==> src/rtl/cory_arb8_pkg.sv <==
// Shared types and the round-robin pick helper for the eight-way arbiter.
package cory_arb8_pkg;

  localparam int CORY_ARB8_NREQ = 8;
  localparam int CORY_ARB8_IDXW = 3;

  typedef logic [CORY_ARB8_IDXW-1:0] idx_t;

  typedef struct packed {
    logic any;
    idx_t winner;
  } pick_t;

  // First set request scanning ptr, ptr+1, ... wrapping mod 8.
  function automatic pick_t rr_pick(input logic [CORY_ARB8_NREQ-1:0] req, input idx_t ptr);
    pick_t res;
    idx_t  idx;
    res.any    = 1'b0;
    res.winner = idx_t'(0);
    for (int i = CORY_ARB8_NREQ - 1; i >= 0; i--) begin
      idx = ptr + idx_t'(i);
      if (req[idx]) begin
        res.any    = 1'b1;
        res.winner = idx;
      end else begin
        res.any    = res.any;
      end
    end
    return res;
  endfunction

endpackage

==> src/rtl/cory_arb8_tagq.sv <==
// In-order FIFO of 3-bit source indices; a pop in the same cycle does not make room for a push.
module cory_arb8_tagq
  import cory_arb8_pkg::*;
#(
  parameter int D = 4
) (
  input  logic clk,
  input  logic reset_n,
  input  logic push,
  input  idx_t push_d,
  input  logic pop,
  output logic head_v,
  output idx_t head_d,
  output logic full
);

  localparam int AW = $clog2(D);
  localparam logic [AW:0]   DEPTH_C   = (AW + 1)'(D);
  localparam logic [AW:0]   CNT_ONE_C = (AW + 1)'(1);
  localparam logic [AW-1:0] PTR_ONE_C = AW'(1);

  idx_t          mem_r [D];
  logic [AW-1:0] wr_ptr_r;
  logic [AW-1:0] rd_ptr_r;
  logic [AW:0]   count_r;
  logic          push_ok_s;
  logic          pop_ok_s;

  // Qualify push/pop against the registered occupancy.
  always_comb begin
    push_ok_s = 1'b0;
    pop_ok_s  = 1'b0;
    if (push && (count_r != DEPTH_C)) begin
      push_ok_s = 1'b1;
    end else begin
      push_ok_s = 1'b0;
    end
    if (pop && (count_r != '0)) begin
      pop_ok_s = 1'b1;
    end else begin
      pop_ok_s = 1'b0;
    end
  end

  // Storage, pointers and occupancy count.
  always_ff @(posedge clk) begin
    if (!reset_n) begin
      wr_ptr_r <= '0;
      rd_ptr_r <= '0;
      count_r  <= '0;
      for (int i = 0; i < D; i++) begin
        mem_r[i] <= idx_t'(0);
      end
    end else begin
      if (push_ok_s) begin
        mem_r[wr_ptr_r] <= push_d;
        wr_ptr_r        <= wr_ptr_r + PTR_ONE_C;
      end
      if (pop_ok_s) begin
        rd_ptr_r <= rd_ptr_r + PTR_ONE_C;
      end
      case ({push_ok_s, pop_ok_s})
        2'b10:   count_r <= count_r + CNT_ONE_C;
        2'b01:   count_r <= count_r - CNT_ONE_C;
        default: count_r <= count_r;
      endcase
    end
  end

  assign head_v = (count_r != '0);
  assign head_d = mem_r[rd_ptr_r];
  assign full   = (count_r == DEPTH_C);

endmodule

==> src/rtl/cory_arb8.sv <==
// Eight-input round-robin arbiter with a registered merged output and an in-order source-tag stream.
module cory_arb8
  import cory_arb8_pkg::*;
#(
  parameter int N = 8,
  parameter int D = 4
) (
  input  logic         clk,
  input  logic         reset_n,
  input  logic [7:0]   i_mask,
  input  logic         i_a0_v,
  input  logic [N-1:0] i_a0_d,
  output logic         o_a0_r,
  input  logic         i_a1_v,
  input  logic [N-1:0] i_a1_d,
  output logic         o_a1_r,
  input  logic         i_a2_v,
  input  logic [N-1:0] i_a2_d,
  output logic         o_a2_r,
  input  logic         i_a3_v,
  input  logic [N-1:0] i_a3_d,
  output logic         o_a3_r,
  input  logic         i_a4_v,
  input  logic [N-1:0] i_a4_d,
  output logic         o_a4_r,
  input  logic         i_a5_v,
  input  logic [N-1:0] i_a5_d,
  output logic         o_a5_r,
  input  logic         i_a6_v,
  input  logic [N-1:0] i_a6_d,
  output logic         o_a6_r,
  input  logic         i_a7_v,
  input  logic [N-1:0] i_a7_d,
  output logic         o_a7_r,
  output logic         o_z_v,
  output logic [N-1:0] o_z_d,
  input  logic         i_z_r,
  output logic         o_s_v,
  output logic [2:0]   o_s_d,
  input  logic         i_s_r
);

  logic [CORY_ARB8_NREQ-1:0] req_v_s;
  logic [N-1:0]              req_d_s [CORY_ARB8_NREQ];
  logic [CORY_ARB8_NREQ-1:0] elig_s;
  logic [CORY_ARB8_NREQ-1:0] ack_s;
  pick_t                     pick_s;
  logic                      z_free_s;
  logic                      tag_full_s;
  logic                      grant_s;
  logic                      pop_s;
  logic [N-1:0]              win_d_s;
  logic                      tag_v_s;
  idx_t                      tag_d_s;

  logic                      z_v_r;
  logic [N-1:0]              z_d_r;
  idx_t                      ptr_r;

  assign req_v_s = {i_a7_v, i_a6_v, i_a5_v, i_a4_v, i_a3_v, i_a2_v, i_a1_v, i_a0_v};
  assign req_d_s[0] = i_a0_d;
  assign req_d_s[1] = i_a1_d;
  assign req_d_s[2] = i_a2_d;
  assign req_d_s[3] = i_a3_d;
  assign req_d_s[4] = i_a4_d;
  assign req_d_s[5] = i_a5_d;
  assign req_d_s[6] = i_a6_d;
  assign req_d_s[7] = i_a7_d;

  // Arbitration: the reset gate keeps every accept low while reset_n is asserted.
  always_comb begin
    elig_s   = req_v_s & ~i_mask;
    pick_s   = rr_pick(elig_s, ptr_r);
    z_free_s = ~z_v_r | i_z_r;
    grant_s  = z_free_s & ~tag_full_s & pick_s.any & reset_n;
    win_d_s  = req_d_s[pick_s.winner];
    if (grant_s) begin
      ack_s = 8'h01 << pick_s.winner;
    end else begin
      ack_s = 8'h00;
    end
  end

  assign {o_a7_r, o_a6_r, o_a5_r, o_a4_r, o_a3_r, o_a2_r, o_a1_r, o_a0_r} = ack_s;

  // Output register and round-robin pointer; data holds while the sink stalls.
  always_ff @(posedge clk) begin
    if (!reset_n) begin
      z_v_r <= 1'b0;
      z_d_r <= '0;
      ptr_r <= idx_t'(0);
    end else if (grant_s) begin
      z_v_r <= 1'b1;
      z_d_r <= win_d_s;
      ptr_r <= pick_s.winner + idx_t'(1);
    end else if (z_v_r && i_z_r) begin
      z_v_r <= 1'b0;
    end else begin
      z_v_r <= z_v_r;
    end
  end

  assign pop_s = tag_v_s & i_s_r;

  cory_arb8_tagq #(
    .D(D)
  ) u_tagq (
    .clk    (clk),
    .reset_n(reset_n),
    .push   (grant_s),
    .push_d (pick_s.winner),
    .pop    (pop_s),
    .head_v (tag_v_s),
    .head_d (tag_d_s),
    .full   (tag_full_s)
  );

  assign o_z_v = z_v_r;
  assign o_z_d = z_d_r;
  assign o_s_v = tag_v_s;
  assign o_s_d = tag_d_s;

endmodule

==> config.mk <==
export PLATFORM = sky130hd
export DESIGN_NAME = cory_arb8
export DESIGN_NICKNAME = d
export VERILOG_FILES = /design/src/rtl/cory_arb8_pkg.sv /design/src/rtl/cory_arb8_tagq.sv /design/src/rtl/cory_arb8.sv
export SDC_FILE = /design/constraint.sdc
export NUM_CORES = 1
export LEC_CHECK = 0
export CAP_MARGIN = 20
export CORE_MARGIN = 2
export CORE_UTILIZATION = 40
export DETAILED_ROUTE_END_ITERATION = 16
export GPL_ROUTABILITY_DRIVEN = 0
export GPL_TIMING_DRIVEN = 0
export PLACE_DENSITY = 0.7
export SYNTH_ARGS = -nofsm -noshare
export SYNTH_HDL_FRONTEND = slang
export SYNTH_SLANG_ARGS = --single-unit
==> constraint.sdc <==
create_clock -name clk -period 6.65 [get_ports clk]
set_clock_uncertainty 0.05 [all_clocks]
set_input_delay 1.33 -clock clk [delete_from_list [all_inputs] [get_ports clk]]
set_output_delay 1.33 -clock clk [all_outputs]
set_load 0.05 [all_outputs]
* Word-level counts from Yosys, hierarchy flattened *
Memory sizes are Yosys's and may differ from the RTL's. A register that Yosys moved wholly into a read port is not among the register bits.
Cells that the tools add are included.
Widths: inputs -> output; s select.

operators by class
  div/mod/pow operators = 0
  order comparisons = 9
  muxes and demuxes = 50
  multiply operators = 0
  bitwise gates (word level) = 10
  eq/ne operators = 4
  add/subtract/negate cells = 12
  reductions and logical operators = 7
  shift operators = 1

operator list
  kind                 count
  $lt 3x4->1 const B   8
  $mux 3               9
  $mux 1               25
  $bmux 1 s3           8
  $bmux 8 s3           1
  $mux 8               3
  $add 3x3->3 const B  4
  $add 3x1->3 const B  3
  $and 8x8->8          1
  $not 8->8            1
  $shl 1x3->8 const A  1
  $add 3x2->3 const B  2
  $mux 2               3
  $pmux 3 s2           1
  $add 2x1->2 const B  2
  $and 1x1->1          4
  $ge 4x4->1 const B   1
  $not 3->4            1
  $reduce_bool 2->1    2
  $eq 3x3->1 const B   1
  $logic_and 1x1->1    3
  $ne 3x3->1 const B   1
  $reduce_bool 3->1    1
  $reduce_or 3->1      1
  other kinds (5)      6

storage, ports and cells
  output and inout bits = 21
  memories = 1
  bits in writable memories = 12
  bits in registers = 19
  word-level logic and storage cells = 100
  latch bits = 0
  memory bits (read-only) = 0

memory list
  name          depth  bits a word  rd ports  clocked after Yosys merged registers in  write ports  RTL line              text
  u_tagq.mem_r  4      3            1         1                                        4            cory_arb8_tagq.sv:22  idx_t mem_r [D];

* Logic depth before layout (Yosys ltp) *
  depth in word-level cells = 21
  gate-level depth with buffers = 19
  depth with buffers taken out = 15

* Hierarchy *
Synthesis repeated with hierarchy kept, for this count alone.

unflattened totals
  cell total of the unflattened synthesis = 353
  area, all modules = 3208.1 um^2

by module, submodules not included
  module          seq. area each (um^2)  area an instance (um^2)  instances  cells an instance
  cory_arb8       240.2                  2238.4                   1          276
  cory_arb8_tagq  540.5                  969.7                    1          77

* Worst setup path before layout *
Ideal clock, no wire load.

  path kind = input port to output port
  from = in i_mask[4]
  to = out o_a3_r
  slack = 1.274 ns
  required time = 5.270 ns
  cell stages on the path = 9
  arrival time = 3.996 ns
  cells stage by stage = nand2b_1 -> mux4_2 -> mux2i_1 -> a22oi_2 -> a41oi_2 -> clkbuf_1 -> ha_1 -> ha_1 -> and2_1

between the ends
  cells in the longest elaborated chain, start to end = 15
  elaborated cells between the ends (all ways) = 38
  classes of those cells = shift: 1; mux: 33; bitwise: 4

RTL lines
  element                       RTL line             text
  from (decl)                   cory_arb8.sv:10      input logic [7:0] i_mask,
  $not 8->8 (*)                 cory_arb8.sv:72      elig_s = req_v_s & ~i_mask;
  $and 8x8->8 (*)               cory_arb8.sv:72
  $bmux 1 s3                    cory_arb8_pkg.sv:22  if (req[idx]) begin
  $mux 1 (implied by the code)  cory_arb8_pkg.sv:22
  $mux 1 (8 in a row)           cory_arb8_pkg.sv:22
  $and 1x1->1 (2 in a row)      cory_arb8.sv:75      grant_s = z_free_s & ~tag_full_s & pick_s.any & reset_n;
  $mux 8 (*)                    cory_arb8.sv:77      if (grant_s) begin
  to (decl)                     cory_arb8.sv:22      output logic o_a3_r,

Every way passes the cells marked *; elsewhere a longest branch is shown, timed or not. The select of a mux whose other input is x is not followed.

* Worst setup path after layout *
  from = in i_mask[2]
  to = out o_a7_r

between the ends
  cells in the longest elaborated chain, start to end = 15
  elaborated cells between the ends (all ways) = 38
  classes of those cells = shift: 1; mux: 33; bitwise: 4

RTL lines
  element                       RTL line             text
  $not 8->8 (*)                 cory_arb8.sv:72
  $and 8x8->8 (*)               cory_arb8.sv:72
  $bmux 1 s3                    cory_arb8_pkg.sv:22
  $mux 1 (implied by the code)  cory_arb8_pkg.sv:22
  $mux 1 (8 in a row)           cory_arb8_pkg.sv:22
  $and 1x1->1 (2 in a row)      cory_arb8.sv:75
  $mux 8 (*)                    cory_arb8.sv:77
  to (decl)                     cory_arb8.sv:34      output logic o_a7_r,

Marks and branches as above.

==> out/metrics.yaml <==
cpLargestDelayFamily: "buffers and inverters"
synth-async-reset-ratio: 0
die_area_um2: 9260
synthesis.area_um2: 3400
reg2reg_depth: 17
worst_pin_slew_ns: 0.938
power_frac_comb: 0.795
synth_top_family_by_area: "multiplexers"
antenna_found_initial: 0
drtIter0Drc: 307
die_y_um: 96.2
synth_top_area_cell: "dfxtp_1"
synth-edff-count: 12
yosysWarningCount: 0
synth.top_cell.area_share: 0.124
worstSkewPairLatency_ns: 0.28
grt_start_max_net_pins: 20
clkSinkCount: 33
layout-drive-gt1-share: 0.112
antenna_left: 0
cts_root_buf: "clkbuf_8"
syn_inst: 388
min_to: "o_z_d[7]$_SDFFE_PN0P_"
io_pins: 105
grt_use_total: 0.224
yosysUniqueCellTypes: 66
hold_viol_final: 0
drc: 0
synth_xor_area_frac: 0.0180
drtPass1Iterations: 4
yosys.area_share.simple: 0.201
dp_slack_ns: -0.334
grt_pass1_wl_mm: 16.3
synth-adder-area-share: 0.0390
port_buffers: 104
start_kind: "input port"
dieWidth_um: 96.2
hold_class: "flop to flop"
cp_slowest_cell: "mux4_2"
powerDensity_nw_per_um2: 535
avgRoutedWirePerCell_um: 16.8
crit_arrival_ns: 5.01
clk_path_buf_depth: 2
timing.final.ws_setup_ns: 0.265
p_seq_frac: 0.133
rrSetupSlack_ns: 1.89
synth_top_cells_by_area: "dfxtp_1 (12%), edfxtp_1 (11%), mux2i_1 (9.7%), mux4_2 (8.6%), nor2_1 (5.0%)"
r2r_end: "u_tagq.count_r[2]$_SDFFE_PN0P_"
ir_worst_vdd_mv: 0.209
numCtsBuffers: 5
final_cell_mix: "clkdlybuf4s50_1 (96), nor2_1 (45), nand2_1 (36)"
cpMostUsedCell: "ha_1"
worstSetupPathType: "input port to output pin"
cts_tree: "built"
maxCapViolations: 0
power.leakage_nw: 1.99
yosysSeqAreaShare: 0.229
ys.flop_type: "dfxtp_1"
switching_share: 0.514
slew_violations: 0
nets: 592
viasPerCell: 5.80
setup-violations-final: 0
start_util: 0.414
synth_area_per_cell_um2: 8.77
p_switching_mw: 1.29
area_growth_pct: 38.0
placementRows: 33
crit_path_end_kind: "output pin"
fmax_mhz: 157
outcome: "finished, final reports clean"
synth-compound-area-share: 0.216
cts_htree_levels: 2
relSlewSlack: 0.359
grt_pass1_vias: 3456
intPower_mw: 1.22
ys_seq_elements: 33
hold_path_depth: 1
drt_wl_total_mm: 10.2
worst-path-buf-inv: 3
layout_commonest_cell: "clkdlybuf4s50_1"
place_hpwl_mm: 8.22
worst_ep_required_time_ns: 5.27
rsz0062_at_grt: "false"
diodes: 0
path_cells: "clkdlybuf4s50_1 -> nand2b_1 -> mux4_2 -> mux2i_2 -> a22oi_2 -> a41oi_2 -> clkbuf_2 -> ha_1 -> ha_1 -> and2_1 -> dlygate4sd2_1"
syn-num-nets: 482
pwr-share-clk: 0.072
post-route-period-util: 0.960
overflow: 0
slowest_delay_ns: 0.60
cts.clk_slew.worst_paths_ns: 0.07
dr_total_vias: 3503
period_needed_ns: 6.39
yosys-mux-area-fraction: 0.236
critPathMaxFanout: 11
min_from: "o_z_d[7]$_SDFFE_PN0P_"
rr_startpoint: "ptr_r[0]$_SDFFE_PN0P_"
core_region_area_um2: 8220
tns_ns: 0
[cell type report]
cell class	instances	area, um2
inverters	21	78.8
plain buffers	22	125
clock inverters	2	33.8
well taps	105	131
flip-flops and latches	33	781
repair buffers	104	1050
fillers	738	3520
multi-input cells	311	2420
clock buffers	6	72.6
[state kept, by name (all words and copies together) (netlist names), named ones only]
register,flops
o_z_d,8
o_z_v,1
ptr_r,3
u_tagq.count_r,3
u_tagq.mem_r,12
u_tagq.rd_ptr_r,2
u_tagq.wr_ptr_r,2
[stage by stage]
| step | power (mW) | std cells | utilization | hold slack, ns | area (um2) |
|---|---|---|---|---|---|
| 4_1_cts | 2.50 | 604 | 0.570 | 0.422 | 4680 |
| 5_1_grt | 2.70 | 604 | 0.571 | 0.440 | 4690 |
| 6_report | 2.51 | 604 | 0.571 | 0.419 | 4690 |
| 3_5_place_dp | 2.32 | 597 | 0.557 | 0.404 | 4570 |
| 2_1_floorplan | 1.82 | 388 | - | 0.415 | 3400 |
| 3_3_place_gp | 2.29 | 597 | 0.557 | 0.404 | 4570 |
[Yosys cell counts (7+ instances only)]
master / n
a211o_1: 8
a211oi_1: 8
a21oi_1: 10
a221oi_1: 12
clkbuf_1: 12
dfxtp_1: 21
edfxtp_1: 12
ha_1: 9
inv_1: 18
mux2_2: 10
mux2i_1: 33
mux4_2: 13
nand2_1: 36
nand2b_1: 12
nor2_1: 45
nor3_1: 10
o21ai_0: 10
o22ai_1: 7
[logic make-up (layout without fill, tap and decap cells)]
kind of cell | after synthesis | count (layout)
DFF | 33 | 33
AOI/OAI and AO/OA | 92 | 92
buffers and inverters | 44 | 155
xor gates and xnor gates | 7 | 7
and+or+nand+nor | 140 | 140
muxes | 62 | 62
adders and majority gates | 10 | 10
[worst max path at each step]
| stage | end | cells past startpoint | start |
|---|---|---|---|
| 6_report | o_a7_r | 11 | i_mask[2] |
| 5_1_grt | o_a3_r | 11 | i_mask[2] |
| 4_1_cts | o_a0_r | 12 | i_mask[5] |
| 3_5_place_dp | o_a0_r | 11 | i_mask[2] |
| 3_3_place_gp | o_a0_r | 11 | i_mask[2] |
| 2_1_floorplan | o_a3_r | 9 | i_mask[4] |
[per-layer routing]
layer,vias up,GRT usage,part of all wire
met3,15,0.0407,0.061
met2,134,0.386,0.49
li1,1683,-,-
met1,1671,0.287,0.43
met4,0,0.0583,0.019
met5,-,0,0
[power groups by stage]
stage	Sequential, mW	Combinational [mW]	Clock (mW)
5_1_grt	0.345	2.17	0.193
2_1_floorplan	0.406	1.41	0
6_report	0.335	2.00	0.180
3_5_place_dp	0.339	1.98	0
3_3_place_gp	0.338	1.95	0
4_1_cts	0.336	1.98	0.183
[what timing repair did]
item	CTS	global route
resized for setup	4	6
endpoints found under the setup margin	8	6
buffers inserted	0	0
hold buffers	0	0
(Power assumes the default switching activity.)
